--- src/rtl/shift_add_mult_pkg.sv ---
// shift_add_mult_pkg: shared FSM state type and count-width helper for the shift-and-add multiplier
package shift_add_mult_pkg;
    typedef enum logic [1:0] {IDLE, RUN, DONE} state_t;
    function automatic int cnt_w(input int n);
        return $clog2(n + 1);
    endfunction
endpackage

--- src/rtl/shift_add_mult_adder.sv ---
// shift_add_mult_adder: parametric n-bit adder with carry-in, carry-out and signed overflow flag
module shift_add_mult_adder #(
    parameter int n = 16
) (
    input  logic [n-1:0] a,
    input  logic [n-1:0] b,
    input  logic         carryin,
    output logic [n-1:0] sum,
    output logic         carryout,
    output logic         overflow
);
    assign {carryout, sum} = a + b + {{n{1'b0}}, carryin};
    assign overflow = (a[n-1] == b[n-1]) && (sum[n-1] != a[n-1]);
endmodule

--- src/rtl/shift_add_mult.sv ---
// shift_add_mult: sequential unsigned shift-and-add multiplier; SHIFT_ADD_MULT_EARLY_EXIT_EN ends RUN once the multiplier is exhausted
module shift_add_mult
    import shift_add_mult_pkg::*;
#(
    parameter int n = 8
) (
    input  logic           Clock,
    input  logic           Reset,
    input  logic           Start,
    input  logic [n-1:0]   A,
    input  logic [n-1:0]   B,
    output logic [2*n-1:0] P,
    output logic           Busy,
    output logic           Done
);
    localparam int CW = cnt_w(n);
    state_t state_q, state_d;
    logic [2*n-1:0] a_q, a_d, p_q, p_d, sum;
    logic [n-1:0] b_q, b_d;
    logic [CW-1:0] cnt_q, cnt_d;
    logic unused_co, unused_ov;
    logic load, run, last;
    shift_add_mult_adder #(.n(2 * n)) u_add (
        .a(p_q),
        .b(a_q),
        .carryin(1'b0),
        .sum(sum),
        .carryout(unused_co),
        .overflow(unused_ov)
    );
    always_ff @(posedge Clock) begin
        if (Reset) begin
            state_q <= IDLE;
            a_q     <= '0;
            b_q     <= '0;
            p_q     <= '0;
            cnt_q   <= '0;
        end else begin
            state_q <= state_d;
            a_q     <= a_d;
            b_q     <= b_d;
            p_q     <= p_d;
            cnt_q   <= cnt_d;
        end
    end
    always_comb begin
`ifdef SHIFT_ADD_MULT_EARLY_EXIT_EN
        last = (cnt_q == CW'(1)) || (b_q[n-1:1] == '0);
`else
        last = (cnt_q == CW'(1));
`endif
        state_d = state_q == IDLE ? (Start ? RUN : IDLE) :
                  state_q == RUN  ? (last ? DONE : RUN) : IDLE;
    end
    always_comb begin
        load  = (state_q == IDLE) && Start;
        run   = (state_q == RUN);
        a_d   = load ? {{n{1'b0}}, A} : run ? a_q << 1 : a_q;
        b_d   = load ? B : run ? b_q >> 1 : b_q;
        p_d   = load ? '0 : (run && b_q[0]) ? sum : p_q;
        cnt_d = load ? CW'(n) : run ? cnt_q - CW'(1) : cnt_q;
    end
    always_comb begin
        Busy = (state_q != IDLE);
        Done = (state_q == DONE);
        P    = p_q;
    end
endmodule

--- config.mk ---
export PLATFORM = sky130hd
export DESIGN_NAME = shift_add_mult
export DESIGN_NICKNAME = d
export VERILOG_FILES = /design/src/rtl/shift_add_mult_pkg.sv /design/src/rtl/shift_add_mult_adder.sv /design/src/rtl/shift_add_mult.sv
export SDC_FILE = /design/constraint.sdc
export NUM_CORES = 1
export LEC_CHECK = 0
export ABC_AREA = 1
export BUFFER_PORTS_ARGS = -buffer_cell sky130_fd_sc_hd__clkbuf_2
export CAP_MARGIN = 20
export CORE_MARGIN = 5
export CORE_UTILIZATION = 60
export CTS_BUF_LIST = sky130_fd_sc_hd__clkbuf_2
export DETAILED_ROUTE_END_ITERATION = 6
export GPL_TIMING_DRIVEN = 1
export PLACE_DENSITY = 0.94
export RECOVER_POWER = 50
export SYNTH_ARGS = -nofsm -noshare
export SYNTH_HDL_FRONTEND = slang
export SYNTH_SLANG_ARGS = --single-unit
--- constraint.sdc ---
create_clock -name Clock -period 1.8 [get_ports Clock]
set_input_delay 0.09 -clock Clock [delete_from_list [all_inputs] [get_ports Clock]]
set_output_delay 0.09 -clock Clock [all_outputs]
set_load 0.1 [all_outputs]
==> results.json, run 1 <==
{
  "cap_viol_max_count": 0,
  "clkLatencyLatePin_ns": 0.45,
  "yosysSeqAreaShare_pct": 33.2,
  "ioPinCount": 37,
  "hold_class": "in -> reg",
  "antenna_found_initial": 1,
  "final_common_cell": "nand2_1",
  "avgViaCountPerCell": 5.42,
  "period_share_pct": 98.5,
  "report.final.slew_viol_count": 0,
  "drive_above_1_share_pct": 17.6,
  "worst_slew_pin_slew_ns": 0.550,
  "cts_made_buffers": 5,
  "crit_path_start_kind": "register",
  "cp_data_arrival_time_ns": 2.14,
  "crit_fanout": 3,
  "power_switching_w": 0.000645,
  "dp.cells": 498,
  "final_cell_area_um2": 3260,
  "ir_drop_mv": 0.457,
  "ctsHtreeMaxLevel": 2,
  "area_growth_pct": 17.7,
  "comb_power_share_pct": 19.8,
  "via_count": 2847,
  "drc": 0,
  "postSynthAreaPerCell_um2": 6.61,
  "max_freq_mhz": 564,
  "die_w_um": 77.9,
  "grtUsageTotal_pct": 22.6,
  "fp.coreArea_um2": 4410,
  "grt_pass1_vias": 2658,
  "grt_pass1_wl_um": 11300,
  "synth-edff-count": 0,
  "relSlewSlack_pct": 63.5,
  "synthesis.area_um2": 2770,
  "fp.dieH_um": 77.9,
  "cts-root-buf": "clkbuf_2",
  "synth_flop_cell": "dfxtp_1",
  "period_needed_ns": 1.77,
  "routedWlPerCell_um": 13.4,
  "cts_tree": "yes",
  "yosys_warnings": 0,
  "fin_skew_ns": 0.0396,
  "die_area_um2": 6080,
  "portBuffers": 36,
  "power.leakage_nw": 1.60,
  "whs_ns": 0.120,
  "final_cell_mix": "nand2_1, inv_1, clkbuf_2",
  "power.share.clock_pct": 23.1,
  "rsz0062_at_grt": "true",
  "hpwl_um": 4430,
  "finalNonFillerCells": 525,
  "report.final.hold_viol_count": 0,
  "ys_seq_elements": 46,
  "drt_iter0_drc": 263,
  "n_fill_cell": 314,
  "gp_congestion": 0.864,
  "finalSetupViolCount": 0,
  "start_util_pct": 62.8,
  "clkTransAtPathRegs_ns": 0.26,
  "grt_max_degree": 29,
  "synthesis.nets": 456,
  "cp-end-kind": "register",
  "clockBufferDepth": 2,
  "wl_um": 7030,
  "switching_share_pct": 33.6,
  "nNetsFinal": 508,
  "powerDensity_nw_per_um2": 589,
  "drt-pass1-iter-count": 7,
  "ant_nets": 0,
  "ys_async_sr_fraction_pct": 0,
  "cp_data_required_time_ns": 2.17,
  "crit_type": "reg -> reg",
  "yosys.cell_types.count": 33,
  "status": "finished clean",
  "overflow": 0,
  "p_int_w": 0.00128,
  "seq_power_share_pct": 57.1,
  "clock_sinks": 46,
  "syn_inst": 419,
  "place_area_um2": 2970,
  "rows": 24
}
-- final timing paths --
| path | from | endpoint | slack (ns) | depth (start not counted) |
|---|---|---|---|---|
| hold reg to reg | b_q[7]$_SDFFE_PP0P_ | b_q[7]$_SDFFE_PP0P_ | 0.49 | 2 |
| setup reg to reg | P[0]$_SDFFE_PP0P_ | P[12]$_SDFFE_PP0P_ | 0.03 | 10 |
| hold / removal | Reset | a_q[4]$_SDFFE_PP0P_ | 0.12 | 2 |
| setup / recovery | P[0]$_SDFFE_PP0P_ | P[12]$_SDFFE_PP0P_ | 0.03 | 10 |
-- power groups by stage --
stage | clock, W | sequential (W) | combinational, W
global route | 0.000485 | 0.00110 | 0.000416
CTS | 0.000442 | 0.00109 | 0.000361
finish | 0.000443 | 0.00110 | 0.000381
floorplan | 0 | 0.00115 | 0.000238
global placement | 0 | 0.00111 | 0.000323
detailed placement | 0 | 0.00111 | 0.000331
-- through the flow --
stage                     TNS [ns]  util (%)  total power [W]  setup WS (ns)
after global routing       -0.0891      73.8          0.00200        -0.0636
after CTS                        0      72.2          0.00190         0.0252
after detailed placement         0      67.3          0.00144         0.0123
after floorplan                  0         -          0.00138        0.00337
after global placement           0      67.3          0.00143         0.0863
final                            0      73.8          0.00192         0.0263
-- worst max-delay path, cell delays in order, from the launching register on --
cell and delay, ns:
dfxtp_4 0.41, ha_2 0.20, fa_2 0.42, nand3_2 0.11, nand3_4 0.09, nand3_2 0.09
nand3_1 0.08, nand2_1 0.08, nand3_1 0.08, nand2_1 0.09, inv_1 0.04
-- timing repair --
action,4_1_cts,5_1_grt
setup endpoints to repair,3,10
endpoints found under the hold margin,17,0
pin swaps,0,3
hold buffers,17,0
gates resized for setup,1,11
setup buffers,0,1
-- metal layers --
metal  vias to the layer above  global-route usage [%]  part of all wire (%)
met3                        42                    4.98                   5.4
met4                         0                    13.7                   4.3
met2                       117                    39.5                    49
li1                       1421                       -                     -
met5                         -                       0                     0
met1                      1267                    24.8                    42
-- Yosys cell counts, types with 3 or more instances --
cell     instances  area [µm²]
a21oi_1         24         120
a31oi_1         15        93.8
buf_2            3        15.0
buf_4            3        22.5
buf_6            5        56.3
dfxtp_1         46         921
ha_1            17         213
inv_1           62         233
nand2_1        160         601
nand3_1         22         110
nor2_1          18        67.6
nor3_1           3        15.0
o21a_1           6        45.0
o21ai_0          7        35.0
o21ai_1          4        20.0
xnor2_1          3        26.3
-- cell type report --
cell class / count / area (µm²) / area share (%)
antenna: 1 / 2.50 / 0.0768
sequential: 46 / 955 / 29.3
timing repair buffer: 56 / 369 / 11.3
tap: 52 / 65.1 / 2.00
clock inverter: 3 / 16.3 / 0.499
clock buffer: 5 / 25.0 / 0.768
multi-input combinational: 296 / 1570 / 48.3
inverter: 66 / 254 / 7.79
-- cell families after synthesis --
logic type,count (synthesis),share of synthesized area [%]
compound gates,60,12.5
buf+inv,77,12.6
flops,46,33.2
xor+xnor,3,0.949
fa+ha+maj,18,8.40
simple gates,215,32.4
-- state kept, by name (all words and copies together) (netlist names) --
register	cells
P	16
b_q	8
state_q	2
cnt_q	4
a_q	16
No activity file was read; power rests on OpenSTA's default activity.
==> run 2, diff against run 1 <==
--- a/config.mk
+++ b/config.mk
@@ -7,13 +7,14 @@
 export LEC_CHECK = 0
 export ABC_AREA = 1
 export BUFFER_PORTS_ARGS = -buffer_cell sky130_fd_sc_hd__clkbuf_2
-export CAP_MARGIN = 20
+export CELL_PAD_IN_SITES_DETAIL_PLACEMENT = 0
+export CELL_PAD_IN_SITES_GLOBAL_PLACEMENT = 1
 export CORE_MARGIN = 5
-export CORE_UTILIZATION = 60
+export CORE_UTILIZATION = 38
 export CTS_BUF_LIST = sky130_fd_sc_hd__clkbuf_2
 export DETAILED_ROUTE_END_ITERATION = 6
 export GPL_TIMING_DRIVEN = 1
-export PLACE_DENSITY = 0.94
+export PLACE_DENSITY = 0.89
 export RECOVER_POWER = 50
 export SYNTH_ARGS = -nofsm -noshare
 export SYNTH_HDL_FRONTEND = slang
==> constraint.sdc (replaced) <==
create_clock -name Clock -period 1.5 [get_ports Clock]
set_input_delay 0.075 -clock Clock [delete_from_list [all_inputs] [get_ports Clock]]
set_output_delay 0.075 -clock Clock [all_outputs]
set_load 0.1 [all_outputs]
==> run 2 against run 1 <==
Effect of this change: the run now ends with setup timing left; final cell count rose by 16%; sequential power rose by 18%; wire length up 7.8%; via count up 0.39%.
==> results.json, run 2 (same netlist as run 1, synthesis figures left out) <==
{
  "portBuffers": 36,
  "clockBufferDepth": 2,
  "drt-pass1-iter-count": 5,
  "place_area_um2": 3430,
  "r2r_slack_ns": -0.13,
  "finalNonFillerCells": 608,
  "status": "finished, violations left",
  "nNetsFinal": 545,
  "overflow": 0,
  "area_growth_pct": 43.7,
  "ctsHtreeMaxLevel": 2,
  "final_cell_mix": "nand2_1, inv_1, buf_4",
  "grt_pass1_vias": 2720,
  "cap_viol_max_count": 0,
  "period_share_pct": 108,
  "die_area_um2": 9100,
  "wl_um": 7580,
  "worst_slack_ns": -0.127,
  "routedWlPerCell_um": 12.5,
  "report.final.slew_viol_count": 0,
  "ir_drop_mv": 0.308,
  "drc": 0,
  "start_util_pct": 38.6,
  "powerDensity_nw_per_um2": 620,
  "crit_type": "reg -> reg",
  "cts_made_buffers": 5,
  "period_needed_ns": 1.63,
  "p_total_w": 0.00247,
  "grt_pass1_wl_um": 12400,
  "die_w_um": 95.4,
  "fin_skew_ns": 0.0307,
  "crit_fanout": 3,
  "rows": 31,
  "crit_path_start_kind": "register",
  "avgViaCountPerCell": 4.70,
  "gp_congestion": 0.883,
  "diodes": 0,
  "power.leakage_nw": 1.84,
  "report.final.hold_viol_count": 0,
  "hold_class": "in -> reg",
  "cts-root-buf": "clkbuf_2",
  "min-delay-start": "A[0]",
  "relSlewSlack_pct": 64.2,
  "hold_end": "a_q[0]$_SDFFE_PP0P_",
  "worst_slew_pin_slew_ns": 0.539,
  "violations": "setup timing",
  "r2r-start": "P[0]$_SDFFE_PP0P_",
  "drive_above_1_share_pct": 36.0,
  "cp-end-kind": "register",
  "drt_iter0_drc": 88,
  "fp.dieH_um": 95.4,
  "reg2reg_depth": 10,
  "ant_nets": 0,
  "clkLatencyLatePin_ns": 0.46,
  "ioPinCount": 37,
  "max_freq_mhz": 614,
  "fp.coreArea_um2": 7180,
  "r2r-end": "P[12]$_SDFFE_PP0P_",
  "via_count": 2858,
  "clock_sinks": 46,
  "cts_tree": "yes",
  "grtUsageTotal_pct": 17.2,
  "final_common_cell": "nand2_1",
  "cp_data_arrival_time_ns": 2.01,
  "final_cell_area_um2": 3980,
  "hold_depth": 4,
  "rsz0062_at_grt": "true",
  "cp_data_required_time_ns": 1.88,
  "hpwl_um": 5060,
  "antenna_found_initial": 0,
  "grt_max_degree": 29,
  "finalSetupViolCount": 11,
  "setup_tns_ns": -0.660,
  "dp.cells": 571,
  "clkTransAtPathRegs_ns": 0.29
}
[run 2: what timing repair did]
item | CTS | global route
setup endpoints to repair | 20 | 27
resized for setup | 31 | 51
hold endpoints to repair | 27 | 0
pin swaps | 5 | 19
gates cloned | 0 | 1
buffers inserted | 3 | 7
hold buffers | 18 | 0
[run 2: per-stage QoR]
stage	worst slack (ns)	utilization [%]	hold slack, ns
final	-0.127	55.5	0.335
after global routing	-0.201	55.5	0.321
after CTS	-0.111	52.7	0.314
after detailed placement	-0.103	47.7	0.318
after global placement	-0.0575	47.7	0.316
after floorplan	-0.130	-	0.222
[run 2: area by class of cell]
| cell class | count | area [µm²] |
|---|---|---|
| timing repair buffer | 93 | 721 |
| inverter | 66 | 260 |
| tap | 99 | 124 |
| sequential | 46 | 1000 |
| multi-input combinational | 296 | 1830 |
| fill | 681 | 3190 |
| clock inverter | 3 | 25.0 |
| clock buffer | 5 | 25.0 |
[run 2: routing by layer]
| metal | global-route usage, % | wire (µm) | vias up |
|---|---|---|---|
| met4 | 5.09 | 102 | 0 |
| met2 | 29.6 | 3770 | 41 |
| met1 | 21.5 | 3480 | 1301 |
| met3 | 3.63 | 233 | 10 |
| li1 | - | - | 1506 |
| met5 | 0 | 0 | - |
[run 2: worst max-delay path, stage by stage, from the launching register on]
cell and delay, ns:
dfxtp_4 0.42, ha_4 0.16, fa_2 0.37, nand3_2 0.11, nand3_4 0.09, nand3_2 0.10, nand3_2 0.06, nand2_1 0.06
nand3_1 0.07, nand2_1 0.06, inv_1 0.03
[run 2: where the power goes]
part           internal [W]  leakage [nW]  switching (W)
Sequential          0.00126         0.393      0.0000458
Combinational      0.000239          1.42       0.000329
Clock              0.000124        0.0296       0.000474
[run 2: worst max path at each step]
stage / depth (start not counted) / to / startpoint
finish: 10 / P[12]$_SDFFE_PP0P_ / P[0]$_SDFFE_PP0P_
floorplan: 8 / P[8]$_SDFFE_PP0P_ / P[0]$_SDFFE_PP0P_
global route: 10 / P[14]$_SDFFE_PP0P_ / a_q[6]$_SDFFE_PP0P_
detailed placement: 10 / P[12]$_SDFFE_PP0P_ / a_q[0]$_SDFFE_PP0P_
CTS: 9 / P[8]$_SDFFE_PP0P_ / P[0]$_SDFFE_PP0P_
global placement: 10 / P[12]$_SDFFE_PP0P_ / P[0]$_SDFFE_PP0P_
==> run 3, diff against run 2 <==
--- a/config.mk
+++ b/config.mk
@@ -16,6 +16,7 @@
 export GPL_TIMING_DRIVEN = 1
 export PLACE_DENSITY = 0.89
 export RECOVER_POWER = 50
+export SKIP_LAST_GASP = 1
 export SYNTH_ARGS = -nofsm -noshare
 export SYNTH_HDL_FRONTEND = slang
 export SYNTH_SLANG_ARGS = --single-unit
==> run 3 against run 2 <==
Effect of this change: sequential cell count unchanged; maximum frequency up 0.53%; critical path type unchanged; critical endpoint unchanged; clock skew is 0.0084 ns lower; hold slack lost 0.0046 ns; final cell count did not move; clock-buffer cell count did not move; utilization increased by 0.40 points; the run still ends with setup timing left; global-route usage about the same; sequential power about the same.
==> results.json, run 3 (same netlist as run 1, synthesis figures left out) <==
{
  "cp_num_buf_inv": 1,
  "die_w_um": 95.4,
  "grtUsageTotal_pct": 17.1,
  "finalSetupViolCount": 12,
  "grt_pass1_vias": 2727,
  "n_fill_cell": 675,
  "report.final.slew_viol_count": 0,
  "cp_data_arrival_time_ns": 2.02,
  "overflow": 0,
  "die_area_um2": 9100,
  "clkLatencyLatePin_ns": 0.47,
  "avgViaCountPerCell": 4.66,
  "rsz0062_at_grt": "true",
  "antenna_found_initial": 0,
  "crit_path_start_kind": "register",
  "routedWlPerCell_um": 12.5,
  "rows": 31,
  "slowest_delay_ns": 0.42,
  "drc": 0,
  "cts_tree": "yes",
  "drt_iter0_drc": 104,
  "diodes": 0,
  "cts-root-buf": "clkbuf_2",
  "cts_made_buffers": 5,
  "cap_viol_max_count": 0,
  "clockBufferDepth": 2,
  "place_area_um2": 3430,
  "clkTransAtPathRegs_ns": 0.29,
  "worst_slew_pin_slew_ns": 0.546,
  "regArea_um2": 1000,
  "hpwl_um": 5060,
  "period_needed_ns": 1.62,
  "cp-end-kind": "register",
  "multi_input_area_um2": 1860,
  "ir_drop_mv": 0.313,
  "via_count": 2834,
  "cpMaxStageDelayCell": "dfxtp_4",
  "fp.coreArea_um2": 7180,
  "max_freq_mhz": 618,
  "hold_class": "in -> reg",
  "area_growth_pct": 44.8,
  "post-place-ws_ns": -0.103,
  "fp.dieH_um": 95.4,
  "period_share_pct": 108,
  "worst_slack_ns": -0.119,
  "crit_chain": "ha_4, fa_2, nand3_2, nand3_4, nand3_2, nand3_1, nand2_1, nand3_1, nand2_1, inv_1",
  "start_util_pct": 38.6,
  "drive_above_1_share_pct": 36.1,
  "ioPinCount": 37,
  "crit_type": "reg -> reg",
  "powerDensity_nw_per_um2": 617,
  "final_common_cell": "nand2_1",
  "ctsHtreeMaxLevel": 2,
  "critical_path.top_delay_family": "simple AND/OR/NAND/NOR gates",
  "cp_data_required_time_ns": 1.90,
  "fin_skew_ns": 0.0223,
  "clock_sinks": 46,
  "nNetsFinal": 545,
  "ant_nets": 0,
  "status": "finished, violations left",
  "drt-pass1-iter-count": 4,
  "portBuffers": 36,
  "final_cell_area_um2": 4010,
  "violations": "setup timing",
  "grt_pass1_wl_um": 12400,
  "final_cell_mix": "nand2_1, inv_1, buf_4",
  "report.final.hold_viol_count": 0,
  "relSlewSlack_pct": 63.7,
  "grt_max_degree": 29,
  "wl_um": 7580,
  "gp_congestion": 0.883,
  "power.leakage_nw": 1.83,
  "crit_fanout": 3
}
[run 3: cell count changes in the layout (fill, tap and decap cells not counted), moves of 2 or more]
cell      before  now
a21oi_2        5    3
clkbuf_2      27   29
inv_4          1    3
nand3_2        8    6
nand2_4        1    3
[run 3: worst paths after layout]
path	startpoint	endpoint	slack, ns	cells after the start
worst max-delay path	P[0]$_SDFFE_PP0P_	P[12]$_SDFFE_PP0P_	-0.12	10
worst min-delay path	A[0]	a_q[0]$_SDFFE_PP0P_	0.33	4
worst max register to register	P[0]$_SDFFE_PP0P_	P[12]$_SDFFE_PP0P_	-0.12	10
worst min register to register	cnt_q[3]$_SDFFE_PP0P_	state_q[1]$_SDFF_PP0_	0.46	1
[run 3: timing repair]
item                                    4_1_cts  5_1_grt
endpoints found under the setup margin       20       28
gates resized for setup                      28       58
buffers inserted                              3        7
gates cloned                                  0        1
endpoints found under the hold margin        27        0
hold buffers                                 18        0
pin swaps                                     5       22
[run 3: where the power goes]
group	switching (W)	internal (W)
logic	0.000330	0.000239
registers	0.0000460	0.00126
clock network	0.000481	0.000124
total	0.000857	0.00162
[run 3: metrics by stage]
| stage | utilization, % | TNS, ns | std cells | power [W] | hold slack, ns |
|---|---|---|---|---|---|
| 6_report | 55.9 | -0.642 | 608 | 0.00248 | 0.330 |
| 5_1_grt | 55.9 | -1.84 | 608 | 0.00261 | 0.321 |
| 4_1_cts | 52.6 | -0.449 | 600 | 0.00246 | 0.314 |
| 3_5_place_dp | 47.7 | -0.400 | 571 | 0.00180 | 0.318 |
| 3_3_place_gp | 47.7 | -0.160 | 571 | 0.00179 | 0.316 |
| 2_1_floorplan | - | -0.888 | 419 | 0.00167 | 0.222 |
[run 3: routing by layer]
layer  routed length (µm)  vias to the layer above  GRT usage [%]  part of all wire [%]
li1                     -                     1499              -                     -
met1                 3470                     1280           21.4                    46
met2                 3760                       48           29.5                    50
met3                  266                        7           3.63                   3.5
met4                   89                        0           5.09                   1.2
met5                    0                        -              0                     0
[run 3: final cells by class]
class | instances | area share, %
multi-input cells | 296 | 46.3
flip-flops and latches | 46 | 25.0
repair buffers | 93 | 17.8
inverters | 66 | 6.49
well taps | 99 | 3.09
clock buffers | 5 | 0.624
clock inverters | 3 | 0.624
[run 3: worst min-delay path, delay by kind of cell]
family	cells	cell delay (ns)
AO/OA/AOI/OAI	1	0.06
buffers and inverters	2	0.63
AND/OR/NAND/NOR	1	0.05
